**src/rtl/num_conv.sv**
```systemverilog
// Registered binary-to-Gray encoder with a Gray-to-binary round-trip decoder, one pipeline stage.
// Optional round-trip checker enabled by defining NUM_CONV_CHECK_EN.
module num_conv #(
  parameter int n = 4
) (
  input  logic         clk,
  input  logic         rst,
  input  logic         in_valid,
  input  logic [n-1:0] bin,
  output logic         out_valid,
  output logic [n-1:0] bin_2_gray,
  output logic [n-1:0] gray_2_bin,
  output logic         err
);

  logic [n-1:0] w_gray;
  logic [n-1:0] w_dec;
  logic [n-1:0] r_gray;
  logic [n-1:0] r_dec;
  logic         r_valid;

  assign w_gray = bin ^ (bin >> 1);

  // Decode is a prefix XOR running from the MSB down through the Gray word.
  always_comb begin
    w_dec        = '0;
    w_dec[n-1]   = w_gray[n-1];
    for (int i = n - 2; i >= 0; i--) begin
      w_dec[i] = w_dec[i+1] ^ w_gray[i];
    end
  end

  always_ff @(posedge clk) begin
    if (rst) begin
      r_gray  <= '0;
      r_dec   <= '0;
      r_valid <= 1'b0;
    end else begin
      r_valid <= in_valid;
      if (in_valid) begin
        r_gray <= w_gray;
        r_dec  <= w_dec;
      end
    end
  end

  assign out_valid  = r_valid;
  assign bin_2_gray = r_gray;
  assign gray_2_bin = r_dec;

`ifdef NUM_CONV_CHECK_EN
  logic [n-1:0] r_bin;

  always_ff @(posedge clk) begin
    if (rst) begin
      r_bin <= '0;
    end else if (in_valid) begin
      r_bin <= bin;
    end
  end

  // Shadow copy of the sample lets the decoded word be compared against its source.
  assign err = r_valid & (r_dec != r_bin);
`else
  assign err = 1'b0;
`endif

endmodule

```
**config.mk**
```make
export PLATFORM = sky130hd
export DESIGN_NAME = num_conv
export DESIGN_NICKNAME = d
export VERILOG_FILES = /design/src/rtl/num_conv.sv
export SDC_FILE = /design/constraint.sdc
export NUM_CORES = 1
export LEC_CHECK = 0
export ABC_AREA = 0
export BUFFER_PORTS_ARGS = -buffer_cell sky130_fd_sc_hd__buf_2
export CAP_MARGIN = 20
export CORE_AREA = 2 2 39 41
export DETAILED_ROUTE_END_ITERATION = 8
export DIE_AREA = 0 0 41 43
export HOLD_SLACK_MARGIN = 0.08
export MAX_ROUTING_LAYER = met4
export PLACE_DENSITY = 0.5
export SYNTH_ARGS = -nofsm -noshare
export SYNTH_HDL_FRONTEND = slang
export SYNTH_SLANG_ARGS = --single-unit
```
**constraint.sdc**
```tcl
create_clock -name clk -period 1.1 [get_ports clk]
set_input_delay 0.11 -clock clk [delete_from_list [all_inputs] [get_ports clk]]
set_output_delay 0.11 -clock clk [all_outputs]
set_load 0.05 [all_outputs]
```
==> results by group, run 1 <==
STA
  – Fmax: 1050 MHz
  – Final Hold Fails: 0
  – RSZ-0062 raised after global routing: false
  – Final setup violation count: 0
  – Slew Viols, Final: 0
  – Max Clock Skew: 0 ps
  – Minimum clock period: 956 ps
  – Setup ws final: 144 ps
  – Crit share post-route: 0.869
  – WHS: 127 ps
  – Setup TNS: 0 ps

Die
  – Die height: 43 microns
  – I/O pin count: 17
  – Initial Utilization: 0.247
  – Die width: 41 microns
  – Core Area: 0.00138 sq mm
  – Die ar.: 0.00176 sq mm
  – FP Rows: 14

Hold path
  – Hold Path Class: in -> reg
  – Hold path depth: 3

Cells and area
  – Seq. cell area: 160 sq um
  – Final core utilization: 0.315
  – Share of cells above drive strength 1: 0.388
  – Synth-to-Final Area Change: 27.5%
  – Final Cell Area: 435 sq um
  – Multi-input logic area: 154 sq um
  – ANT cells: 0
  – Fillcell total: 153
  – Non-filler cells in the finished layout: 65
  – Nets: 60

Placed design
  – IO buf count: 15
  – Placed Area: 413 sq um
  – Post-DP HPWL: 431 microns
  – Final GP Congestion: 0.584
  – Placed insts: 62
  – Pre-CTS WS: 103 ps

Outcome
  – Run status: completed

Setup path
  – R2R Setup Slk: 460 ps
  – CP bufs+invs: 1
  – Maximum fanout along the worst path: 3
  – R2R cell count: 2
  – CP max-delay cell: dfxtp_1
  – CP Capture Type: output port
  – Critical Path RT: 990 ps
  – CP cell instances: buf_2
  – Critical Path Start Type: register
  – Worst path top cell family by delay: flip-flops
  – WP depth: 1
  – Crit path largest cell delay: 330 ps
  – Arr. time, crit path: 850 ps
  – Crit Path Category: reg -> out

Clock network
  – Post-CTS Hold Buffers: 0
  – Post-CTS setup buffer count: 0
  – Root Buffer: clkbuf_4
  – CTS tree: done
  – Clk pin slew, worst setup/hold paths: 50 ps
  – Post-CTS resize count: 0
  – Clock latency on the worst-skew pair: 250 ps
  – Clock Path Buffers: 2
  – H-tree depth: 1
  – TritonCTS Buffers: 3
  – # clock sinks: 8

Yosys
  – Avg Inst Size Synth: 9.76 sq um
  – Post-synth EDFFs: 0
  – Ys Warns: 0
  – Async SR Flop Fraction: 0
  – Cell Area, Synth: 342 sq um
  – Main area contributors after synthesis: dfxtp_1 (47%), a211oi_1 (8.8%), nor2_1 (8.8%)
  – Yosys top cell by area: dfxtp_1
  – Share of the synthesized area in the top cell type: 0.469
  – Synthesis-stage register bit count: 8
  – Mapped Nets: 44
  – Post-synthesis cell count: 35
  – Prevailing post-synth register cell: dfxtp_1
  – Post-synthesis sequential area ratio: 0.469
  – Most common library cells after synthesis: dfxtp_1 (8), nor2_1 (8), a211oi_1 (4)
  – Unique cell type count in the Yosys netlist: 13

GRT
  – Initial antenna violation count: 0
  – Vias in the first global route: 213
  – GRT Overall Usage: 0.0833
  – Global route total overflow: 0
  – Largest net degree at the start of global routing: 14
  – First-pass GRT wire length: 862 microns

Pwr
  – Pleak: 0.214 nW
  – Max rail drop VDD: 0.439 mV
  – Power density cells: 1670 mW/mm^2
  – Overall power: 727 uW

Detailed routing
  – Via Count: 265
  – DR iter-0 viols: 0
  – Antenna-violating nets left: 0
  – WL final: 604 microns
  – DRC violations left: 0
  – Via density: 4.08
  – Post-DR wirelength/cell: 9.29 microns
  – Pre-Repair DR Iteration Count: 1

Run
  – MaxCap Viol Count: 0
==> area by class of cell <==
type	count	share of cell area
Multi-Input combinational cell	22	0.353
Inverter	1	0.00862
Clock buffer	3	0.0517
Timing Repair Buffer	15	0.172
Tap cell	16	0.0460
Sequential cell	8	0.368
==> path summary, 6_finish.rpt <==
check	endpoint	from
hold reg to reg	bin_2_gray[0]	bin_2_gray[0]
setup / recovery	bin_2_gray[3]	bin_2_gray[3]
setup reg to reg	gray_2_bin[1]	gray_2_bin[1]
hold / removal	bin_2_gray[3]	bin[3]
==> flip-flops by register name, indices dropped and copies added, names as in the netlist <==
register / flops
bin_2_gray: 4
gray_2_bin: 3
out_valid: 1
==> cells by family (layout without fill, tap and decap cells) <==
group	Yosys count	in the layout	synth area share
AO/OA/AOI/OAI	5	5	0.125
XOR/XNOR	3	3	0.0769
adder cells (fa/ha/maj)	2	2	0.0732
buffers and inverters	5	19	0.0805
flip-flops	8	8	0.469
multiplexers	2	2	0.0586
other	1	1	0.0110
AND/OR/NAND/NOR	9	9	0.106
==> power by group <==
group          total (mW)  internal, mW  switching, mW
sequential          0.320         0.311        0.00836
clock               0.224         0.125         0.0992
combinational       0.184        0.0498          0.134
total               0.727         0.486          0.242
==> worst register-to-register path: cells and delay by family, from the launching register on <==
family | cells | cell delay (ps)
flops | 1 | 320
simple gates | 1 | 50
compound gates | 1 | 190
==> metal layers <==
metal / vias to the layer above / part of all wire / track usage
met1: 109 / 0.47 / 0.0868
met5: - / 0 / -
li1: 144 / - / -
met4: 0 / 0.0099 / 0.100
met2: 10 / 0.41 / 0.0938
met3: 2 / 0.11 / 0.0471
==> placed cells by master (no fill, tap or decap) <==
cell,Yosys,layout
a211oi_1,4,4
a211oi_2,1,1
buf_2,1,15
clkbuf_4,0,3
conb_1,1,1
dfxtp_1,8,8
ha_1,2,2
inv_1,1,1
mux2i_1,2,2
nor2_1,8,8
nor2b_1,1,1
xnor2_1,3,3
(Power assumes the default switching activity.)
==> run 2, diff against run 1 <==
CELL_PAD_IN_SITES_DETAIL_PLACEMENT = 0   (was default)
CELL_PAD_IN_SITES_GLOBAL_PLACEMENT = 1   (was default)
PLACE_DENSITY = 0.64   (was 0.5)
==> results by group, run 2 (same netlist as run 1, synthesis figures left out) <==
Die
  – Die ar.: 0.00176 sq mm (unchanged)
  – Core Area: 0.00138 sq mm (unchanged)
  – Die height: 43 microns (unchanged)
  – Die width: 41 microns (unchanged)
  – I/O pin count: 17 (unchanged)
  – FP Rows: 14 (unchanged)
  – Initial Utilization: 0.247 (unchanged)

Cells and area
  – Commonest non-fill, non-tap cell in the layout: buf_2 (unchanged)
  – Nets: 60 (unchanged)
  – Fillcell total: 152 (was 153)
  – Max reg flops: 4 (unchanged)
  – Synth-to-Final Area Change: 27.5% (unchanged)
  – Most frequent cells in the layout: buf_2 (15), nor2_1 (8), dfxtp_1 (8) (unchanged)
  – Seq. cell area: 160 sq um (unchanged)
  – Share of cells above drive strength 1: 0.388 (unchanged)
  – Multi-input logic area: 154 sq um (unchanged)
  – ANT cells: 0 (unchanged)

Outcome
  – Run status: completed (unchanged)

Detailed routing
  – Via density: 3.89 (was 4.08)
  – WL final: 615 microns (was 604 microns)
  – DRC violations left: 0 (unchanged)
  – Via Count: 253 (was 265)
  – Post-DR wirelength/cell: 9.46 microns (was 9.29 microns)
  – Pre-Repair DR Iteration Count: 2 (was 1)
  – Antenna-violating nets left: 0 (unchanged)
  – DR iter-0 viols: 1 (was 0)

Run
  – MaxCap Viol Count: 0 (unchanged)

Hold path
  – Hold Path Class: in -> reg (unchanged)
  – Hold path depth: 2 (was 3)
  – Hold_sp: rst (was bin[3])
  – WHS Endpoint: gray_2_bin[0] (was bin_2_gray[3])

Setup path
  – Crit Path Category: reg -> out (unchanged)
  – R2R Setup Slk: 460 ps (about the same)
  – Worst path top cell family by delay: flip-flops (unchanged)
  – CP bufs+invs: 1 (unchanged)
  – Arr. time, crit path: 850 ps (about the same)
  – CP cell instances: buf_2 (unchanged)
  – Maximum fanout along the worst path: 2 (was 3)
  – Critical Path Start Type: register (unchanged)
  – R2R cell count: 2 (unchanged)
  – Crit path largest cell delay: 330 ps (about the same)
  – Reg2reg start: gray_2_bin[1] (unchanged)
  – Worst R2R End: gray_2_bin[1] (unchanged)
  – Critical Path RT: 990 ps (about the same)
  – CP max-delay cell: dfxtp_1 (unchanged)
  – CP Capture Type: output port (unchanged)

Pwr
  – Pleak: 0.214 nW (unchanged)
  – Comb power frac: 0.253 (about the same)
  – Power density cells: 1670 mW/mm^2 (about the same)
  – P_sw: 243 uW (was 242 uW)
  – Max rail drop VDD: 0.408 mV (was 0.439 mV)
  – Sw frac: 0.334 (was 0.332)
  – P_int: 486 uW (about the same)
  – Clock power frac: 0.308 (about the same)
  – Sequential share of power: 0.439 (about the same)

GRT
  – First-pass GRT wire length: 966 microns (was 862 microns)
  – Vias in the first global route: 242 (was 213)
  – Initial antenna violation count: 0 (unchanged)
  – GRT Overall Usage: 0.0906 (was 0.0833)
  – Largest net degree at the start of global routing: 14 (unchanged)
  – Global route total overflow: 0 (unchanged)

Clock network
  – H-tree depth: 1 (unchanged)
  – Post-CTS Hold Buffers: 0 (unchanged)
  – Clock Path Buffers: 2 (unchanged)
  – Post-CTS setup buffer count: 0 (unchanged)
  – # clock sinks: 8 (unchanged)
  – TritonCTS Buffers: 3 (unchanged)
  – Clk pin slew, worst setup/hold paths: 60 ps (was 50 ps)
  – Clock latency on the worst-skew pair: 250 ps (about the same)
  – Root Buffer: clkbuf_4 (unchanged)
  – CTS tree: done (unchanged)
  – Post-CTS resize count: 0 (unchanged)

STA
  – Max Clock Skew: 0 ps (unchanged)
  – Setup TNS: 0 ps (unchanged)
  – Final Hold Fails: 0 (unchanged)
  – Slew Viols, Final: 0 (unchanged)
  – RSZ-0062 raised after global routing: false (unchanged)
  – Final setup violation count: 0 (unchanged)
  – WHS: 130 ps (was 127 ps)
  – Crit share post-route: 0.870 (was 0.869)
  – Minimum clock period: 957 ps (was 956 ps)
  – Fmax: 1040 MHz (was 1050 MHz)

Placed design
  – IO buf count: 15 (unchanged)
  – Final GP Congestion: 0.611 (was 0.584)
  – Post-DP HPWL: 450 microns (was 431 microns)
## run 2: cell counts in the layout (fill, tap and decap cells not counted)
Identical to the previous run, type by type.
## run 2: how the worst max path moves through the flow
stage | startpoint | cells after the start | endpoint | slack [ps]
finish | gray_2_bin[2] | 1 | gray_2_bin[2] | 140
CTS | bin_2_gray[3] | 1 | gray_2_bin[3] | 130
global route | bin_2_gray[3] | 1 | bin_2_gray[3] | 90
floorplan | bin_2_gray[3] | 1 | gray_2_bin[3] | 80
global placement | bin[2] | 6 | gray_2_bin[0] | 120
detailed placement | bin[2] | 6 | gray_2_bin[0] | 110
## run 2: power by group through the flow
stage,logic [mW],clock network [mW],registers [mW]
global placement,0.186,0,0.326
detailed placement,0.185,0,0.327
CTS,0.186,0.244,0.320
finish,0.185,0.224,0.320
global route,0.199,0.258,0.324
floorplan,0.0735,0,0.401
## run 2: worst reg2reg max path, delay by kind of cell (launching register included)
family | cells | cell delay, ps
AND/OR/NAND/NOR | 1 | 40
AO/OA/AOI/OAI | 1 | 190
flip-flops | 1 | 320
## run 2: per-stage QoR
| step | setup WS [ps] | util | cells | total power, mW | instance area (sq um) |
|---|---|---|---|---|---|
| floorplan | 77.6 | - | 35 | 0.475 | 342 |
| global placement | 124 | 0.298 | 62 | 0.513 | 413 |
| detailed placement | 107 | 0.298 | 62 | 0.512 | 413 |
| CTS | 125 | 0.315 | 65 | 0.750 | 435 |
| global route | 89.8 | 0.315 | 65 | 0.780 | 435 |
| finish | 143 | 0.315 | 65 | 0.729 | 435 |
## run 2: area by class of cell
type                            instances  area share
Clock buffer                            3      0.0517
Sequential cell                         8       0.368
Tap cell                               16      0.0460
Multi-Input combinational cell         22       0.353
Timing Repair Buffer                   15       0.172
Inverter                                1     0.00862
## run 2: per-layer routing
layer  up-vias  global-route usage  share of wire
li1        142                   -              -
met1        99               0.110           0.51
met2        10               0.100           0.37
met3         2              0.0366           0.10
met4         0               0.100          0.013
met5         -                   -              0
